<file path="src/rtl/id_stage_ctrl.sv">
// rtl/id_stage_ctrl.sv - rv32i decode-stage controller: ImmGen drive, ID/EX register and skid entry
// Optional load-use bubble insertion is compiled in when IDCTRL_LOADUSE_EN is defined.
module id_stage_ctrl #(
    parameter int XLEN = 32
) (
    input  logic            clk,
    input  logic            rst_n,
    input  logic            if_valid,
    output logic            if_ready,
    input  logic [31:0]     if_instr,
    input  logic [XLEN-1:0] if_pc,
    output logic [24:0]     imm_instr,
    output logic [2:0]      imm_src,
    input  logic [XLEN-1:0] imm_ext,
    output logic            ex_valid,
    input  logic            ex_ready,
    output logic [31:0]     ex_instr,
    output logic [XLEN-1:0] ex_pc,
    output logic [XLEN-1:0] ex_imm,
    output logic            ex_illegal,
    input  logic            flush
);

    localparam logic [6:0] OP_LOAD   = 7'b0000011;
    localparam logic [6:0] OP_IMM    = 7'b0010011;
    localparam logic [6:0] OP_JALR   = 7'b1100111;
    localparam logic [6:0] OP_STORE  = 7'b0100011;
    localparam logic [6:0] OP_BRANCH = 7'b1100011;
    localparam logic [6:0] OP_LUI    = 7'b0110111;
    localparam logic [6:0] OP_AUIPC  = 7'b0010111;
    localparam logic [6:0] OP_JAL    = 7'b1101111;
    localparam logic [6:0] OP_REG    = 7'b0110011;

    localparam logic [2:0] IMM_I = 3'b000;
    localparam logic [2:0] IMM_S = 3'b001;
    localparam logic [2:0] IMM_B = 3'b010;
    localparam logic [2:0] IMM_U = 3'b011;
    localparam logic [2:0] IMM_J = 3'b100;

    typedef enum logic [1:0] {
        EMPTY,
        ONE,
        TWO
    } stateT;

    typedef struct packed {
        logic [2:0] immSrc;
        logic       immZero;
        logic       illegal;
    } decodeT;

    function automatic decodeT decodeOp(input logic [6:0] opcode);
        decodeT d;
        d = '0;
        case (opcode)
            OP_LOAD, OP_IMM, OP_JALR: d.immSrc = IMM_I;
            OP_STORE:                 d.immSrc = IMM_S;
            OP_BRANCH:                d.immSrc = IMM_B;
            OP_LUI, OP_AUIPC:         d.immSrc = IMM_U;
            OP_JAL:                   d.immSrc = IMM_J;
            OP_REG:                   d.immZero = 1'b1;
            default: begin
                d.immZero = 1'b1;
                d.illegal = 1'b1;
            end
        endcase
        return d;
    endfunction

    stateT           state;
    logic            skidValid;
    logic [31:0]     skidInstr;
    logic [XLEN-1:0] skidPc;

    logic [31:0]     headInstr;
    logic [XLEN-1:0] headPc;
    logic            headValid;
    logic            headAvail;
    logic            inFire;
    logic            outFire;
    logic            slotFree;
    logic            hazard;
    logic            loadHead;
    decodeT          headDec;
    logic [XLEN-1:0] headImm;

    // The skid entry is always older than the fetch word, so it is the head whenever valid.
    assign headInstr = skidValid ? skidInstr : if_instr;
    assign headPc    = skidValid ? skidPc : if_pc;
    assign headValid = skidValid | if_valid;
    assign if_ready  = ~skidValid;
    assign inFire    = if_valid & if_ready;
    assign outFire   = ex_valid & ex_ready;
    assign headAvail = skidValid | inFire;
    assign slotFree  = ~ex_valid | outFire;
    assign headDec   = decodeOp(headInstr[6:0]);
    assign headImm   = headDec.immZero ? '0 : imm_ext;
    assign imm_instr = headValid ? headInstr[31:7] : '0;
    assign imm_src   = headValid ? headDec.immSrc : '0;

`ifdef IDCTRL_LOADUSE_EN
    logic       bubble;
    logic [4:0] exRd;
    logic       headRs1;
    logic       headRs2;
    logic       headUsesRd;

    always_comb begin
        headRs1 = 1'b0;
        headRs2 = 1'b0;
        case (headInstr[6:0])
            OP_REG, OP_STORE, OP_BRANCH: begin
                headRs1 = 1'b1;
                headRs2 = 1'b1;
            end
            OP_LOAD, OP_IMM, OP_JALR: headRs1 = 1'b1;
            default: ;
        endcase
    end

    assign exRd       = ex_instr[11:7];
    assign headUsesRd = (headRs1 && headInstr[19:15] == exRd) ||
                        (headRs2 && headInstr[24:20] == exRd);
    assign hazard     = outFire && !bubble && ex_instr[6:0] == OP_LOAD &&
                        exRd != 5'd0 && headAvail && headUsesRd;
`else
    assign hazard = 1'b0;
`endif

    assign loadHead = slotFree & headAvail & ~hazard;

    always_ff @(posedge clk) begin
        if (!rst_n) begin
            state      <= EMPTY;
            skidValid  <= 1'b0;
            skidInstr  <= '0;
            skidPc     <= '0;
            ex_valid   <= 1'b0;
            ex_instr   <= '0;
            ex_pc      <= '0;
            ex_imm     <= '0;
            ex_illegal <= 1'b0;
`ifdef IDCTRL_LOADUSE_EN
            bubble     <= 1'b0;
`endif
        end else if (flush) begin
            state     <= EMPTY;
            skidValid <= 1'b0;
            ex_valid  <= 1'b0;
`ifdef IDCTRL_LOADUSE_EN
            bubble    <= 1'b0;
`endif
        end else begin
            // State counts held entries; during a bubble the lone entry sits in skid.
            case (state)
                EMPTY: if (inFire) state <= ONE;
                ONE: begin
                    if (outFire && !inFire)
                        state <= EMPTY;
                    else if (inFire && !outFire)
                        state <= TWO;
                end
                TWO: if (outFire) state <= ONE;
                default: state <= EMPTY;
            endcase

            if (loadHead) begin
                ex_valid   <= 1'b1;
                ex_instr   <= headInstr;
                ex_pc      <= headPc;
                ex_imm     <= headImm;
                ex_illegal <= headDec.illegal;
            end else if (outFire) begin
                ex_valid <= 1'b0;
            end

            if (loadHead) begin
                skidValid <= 1'b0;
            end else if (inFire) begin
                skidValid <= 1'b1;
                skidInstr <= if_instr;
                skidPc    <= if_pc;
            end
`ifdef IDCTRL_LOADUSE_EN
            bubble <= hazard;
`endif
        end
    end

endmodule

</file>
<file path="config.mk">
export PLATFORM = sky130hd
export DESIGN_NAME = id_stage_ctrl
export DESIGN_NICKNAME = d
export VERILOG_FILES = /design/src/rtl/id_stage_ctrl.sv
export SDC_FILE = /design/constraint.sdc
export NUM_CORES = 1
export LEC_CHECK = 0
export CAP_MARGIN = 20
export CORE_UTILIZATION = 40
export DETAILED_ROUTE_END_ITERATION = 8
export GPL_TIMING_DRIVEN = 0
export PLACE_DENSITY = 0.76
export SLEW_MARGIN = 10
export SYNTH_ARGS = -nofsm -noshare
export SYNTH_HDL_FRONTEND = slang
export SYNTH_SLANG_ARGS = --single-unit
</file>
<file path="constraint.sdc">
create_clock -name clk -period 5.35 [get_ports clk]
set_input_delay 0.535 -clock clk [delete_from_list [all_inputs] [get_ports clk]]
set_output_delay 0.535 -clock clk [all_outputs]
set_load 0.01 [all_outputs]
</file>
==> run summary <==
The number of pins with negative max-slew slack in the final report was 0. The net count of the mapped netlist came out at 814. The nature of the critical path startpoint was a register. The run finished with clean final reports.

The all-layer global routing usage was 0.2240. In this run the static leakage power is 4.140 nW. The global-route wire length before repair was 31090 um. Power spread over the standard cell area amounts to 295.6 nW/um2. The run gives 33 as the number of library cell types mapped by synthesis.

For the power dissipated by switching net loads, the log shows 673.4 uW. The floorplan has 47 rows. In this run the most critical hold path is launched from skidPc[29].

The power share of the clock group came out at 0.452. The largest net degree at the start of global routing is 17. The region available for standard cell placement spans 16640 um2. The root buffer cell chosen for the clock tree is sky130_fd_sc_hd__clkbuf_16. Beginning of the worst register-to-register path: skidValid. Total length of routed wires: 19620 um. The part of the Yosys area used for sequential elements is 0.4753. For this run, design rule violations remaining after detail routing come to 0.

The H-tree generated during clock tree synthesis spans 4 levels. Data on the critical path is required at its endpoint by 4.82 ns. The path class of the tightest hold or removal check is reg2reg. Setup repair after global routing left no endpoint under its margin. VDD sags by at most 0.0002152 V. The logs give 0.008655 ns for the worst clock skew and 2.301 mW for the cell-internal power. For the arrival time of data at the critical path endpoint, the log shows 2.87 ns. Once detail routing completed, the nets flagged for antenna violations numbered 0. The count of buffers added on input and output ports is 227. The logs give 6865 um2 for the post-synth design cell area and 0 for the total of cells resized after clock tree synthesis. The combinational group share of total power is 0.119.

After routing, the total negative slack on setup checks comes to 0 ns. Cell count after placement: 1160. The worst hold path passes through 2 cells. Using the TritonRoute via totals, the vias-per-cell ratio works out to 5.136.

Setup violations remaining at the end of the flow were counted as 0. The initial core utilization is 0.4125, and the post-synthesis area per instance is 9.629 um2. The number of diodes is 0, and the count of warnings emitted by yosys is 0. Dividing the detail-routed wire length by the instance count gives 16.46 um. The post-layout minimum cycle time is 3.404 ns, and the final-report hold violation count is 0.

First-pass detailed-route iteration total: 8. The utilization after layout came out at 0.6047. Cell taking the most area after synthesis: sky130_fd_sc_hd__dfxtp_1. TritonCTS built the clock tree. From synthesis to final layout, the design area changed by 46.58%. The share of the synthesized area in the top cell type came out at 0.4753. After legalization and detailed placement, the total HPWL measured 13990 um. For this block, the initial DRC count from the detailed router was 264.

For hold timing, the worst endpoint is skidPc[29]. The max-capacitance violation count is 0, and the number of sinks on the clock net is 163. After the flow finishes, the layout carries non-filler instances totaling 1192. The number of antenna violations at the first check in global routing came out at 0. STA classifies the critical path endpoint as an output pin. Synthesis produced a netlist whose cell count is 713. The share of the clock period used by the worst path after layout is 0.6362, and the CTS clock-pin slew for the worst setup and hold paths is 0.06 ns.

The run gives 293.8 MHz as the peak clock frequency supported by timing. The number of setup buffers added after CTS is 0. In this run the critical register-to-register path is captured at ex_pc[8]. The worst slew margin relative to its limit was 0.5585.

For the pin with the worst max-slew slack, the measured transition is 0.6623 ns. Measured in cells, the most critical reg-to-reg path has a length of 7. The total overflow left after global routing is 0. The critical path is of the reg2out type.

The share of total power consumed by net switching works out to 0.2264. The total via count after detailed routing is 6122, and the largest fanout of any net on the critical path is 10. The die covers 17690 um2. Counting the buffers created by CTS gives 17. The logs give 0.7953 for the placer's final routability congestion estimate and 228 for the number of ports placed on the die boundary. The sequential share of power was 0.429.

The width of the die came out at 133.0 um. The die extent in y is 133.0 um. The logs give 5975 for the number of global-route vias before repair and 1060 for the net total in the final layout. The tools report the clock insertion delay at the later pin of the skew report as 0.42 ns.

The clock passes through at most 2 buffers. The register-to-register path setup slack was 3.15 ns. Yosys attributes the largest share of cell area to sky130_fd_sc_hd__dfxtp_1 (48%), sky130_fd_sc_hd__nand2_1 (11%), sky130_fd_sc_hd__mux2i_1 (9.3%), sky130_fd_sc_hd__o211a_1 (9.3%), sky130_fd_sc_hd__a22o_1 (7.3%). The synthesized design contains 163 register bits. The number of buffers inserted by hold repair at cts is 0. The share of layout cells above drive strength 1 was 0.06790.
## worst max path at each step
stage | cells past startpoint | slack [ns] | to | start
after floorplan | 4 | 3.34 | imm_src[1] | if_instr[2]
after global placement | 6 | 2.17 | imm_src[0] | if_instr[2]
after detailed placement | 6 | 2.19 | imm_src[0] | if_instr[2]
after CTS | 6 | 1.91 | imm_instr[13] | skidValid
after global routing | 6 | 1.75 | imm_instr[16] | skidValid
final | 6 | 1.95 | imm_instr[13] | skidValid
## flip-flops by register name, summed over array words and instances (netlist names)
| register | flops |
|---|---|
| ex_illegal | 1 |
| ex_imm | 32 |
| ex_instr | 32 |
| ex_pc | 32 |
| ex_valid | 1 |
| skidInstr | 32 |
| skidPc | 32 |
| skidValid | 1 |
## metrics by stage
stage                     setup WS (ns)  hold WS [ns]  power, mW  cell area [um2]
final                             1.946        0.4634      2.974            10060
after global routing              1.750        0.4833      3.085            10060
after CTS                         1.912        0.4668      2.998            10060
after detailed placement          2.187        0.4577      1.655             9413
after global placement            2.174        0.4496      1.652             9413
after floorplan                   3.341        0.4431      1.441             6865
## logic make-up after synthesis
kind of cell    after synthesis  share of synthesized area
flops                       163                     0.4753
compound gates              198                     0.2542
mux                          66                    0.09659
buf+inv                      63                    0.04374
simple gates                223                     0.1301
## synthesized netlist by cell type, drive strengths merged
cell type	count
o21ai	3
or3b	2
inv	1
a22o	57
nor2b	3
o211a	64
a32oi	1
nand3b	2
a21boi	64
nand2b	3
and3	2
a31oi	1
clkbuf	32
a21oi	5
nor2	5
and2	1
nor3	3
a2111oi	1
or3	1
mux2	2
dfxtp	163
nand3	2
a211oi	2
buf	30
nand2	199
mux2i	64
## power groups by stage
stage / Sequential (mW) / Combinational, mW / Clock (mW)
after CTS: 1.28 / 0.356 / 1.37
after detailed placement: 1.30 / 0.353 / 0
final: 1.28 / 0.353 / 1.35
after floorplan: 1.32 / 0.124 / 0
after global routing: 1.28 / 0.378 / 1.43
after global placement: 1.30 / 0.350 / 0
## critical path: stages, from the launching register on
cell and delay (ns):
sky130_fd_sc_hd__dfxtp_1 0.38, sky130_fd_sc_hd__buf_6 0.18, sky130_fd_sc_hd__buf_6 0.17, sky130_fd_sc_hd__clkbuf_1 0.49
sky130_fd_sc_hd__clkbuf_1 0.44, sky130_fd_sc_hd__a22o_1 0.24, sky130_fd_sc_hd__clkdlybuf4s50_1 0.55
## metal layers
metal  wire length [um]  track usage  share of wire  vias up
li1                   -            -              -     3019
met1               8843       0.2796           0.45     2919
met2               9428       0.3732           0.48      153
met3                994      0.05862          0.051       31
met4                357      0.07535          0.018        0
met5                  0            0              0        -
## area by class of cell
class | instances | area (um2)
inverters | 1 | 3.754
plain buffers | 62 | 296.5
repair buffers | 227 | 2272
flip-flops and latches | 163 | 3263
fillers | 1447 | 6579
clock buffers | 21 | 450.4
well taps | 220 | 275.3
clock inverters | 11 | 200.2
multi-input cells | 487 | 3302
## placed cells by master, fill, tap and decap left out, drive strengths merged, types with 5 or more instances in the layout
master         count
a21boi            64
a21oi              5
a22o              57
buf               30
bufinv             5
clkbuf            53
clkdlybuf4s50    227
dfxtp            163
mux2i             64
nand2            199
nor2               5
o211a             64
Note: power is estimated with default switching activity, not from simulation.
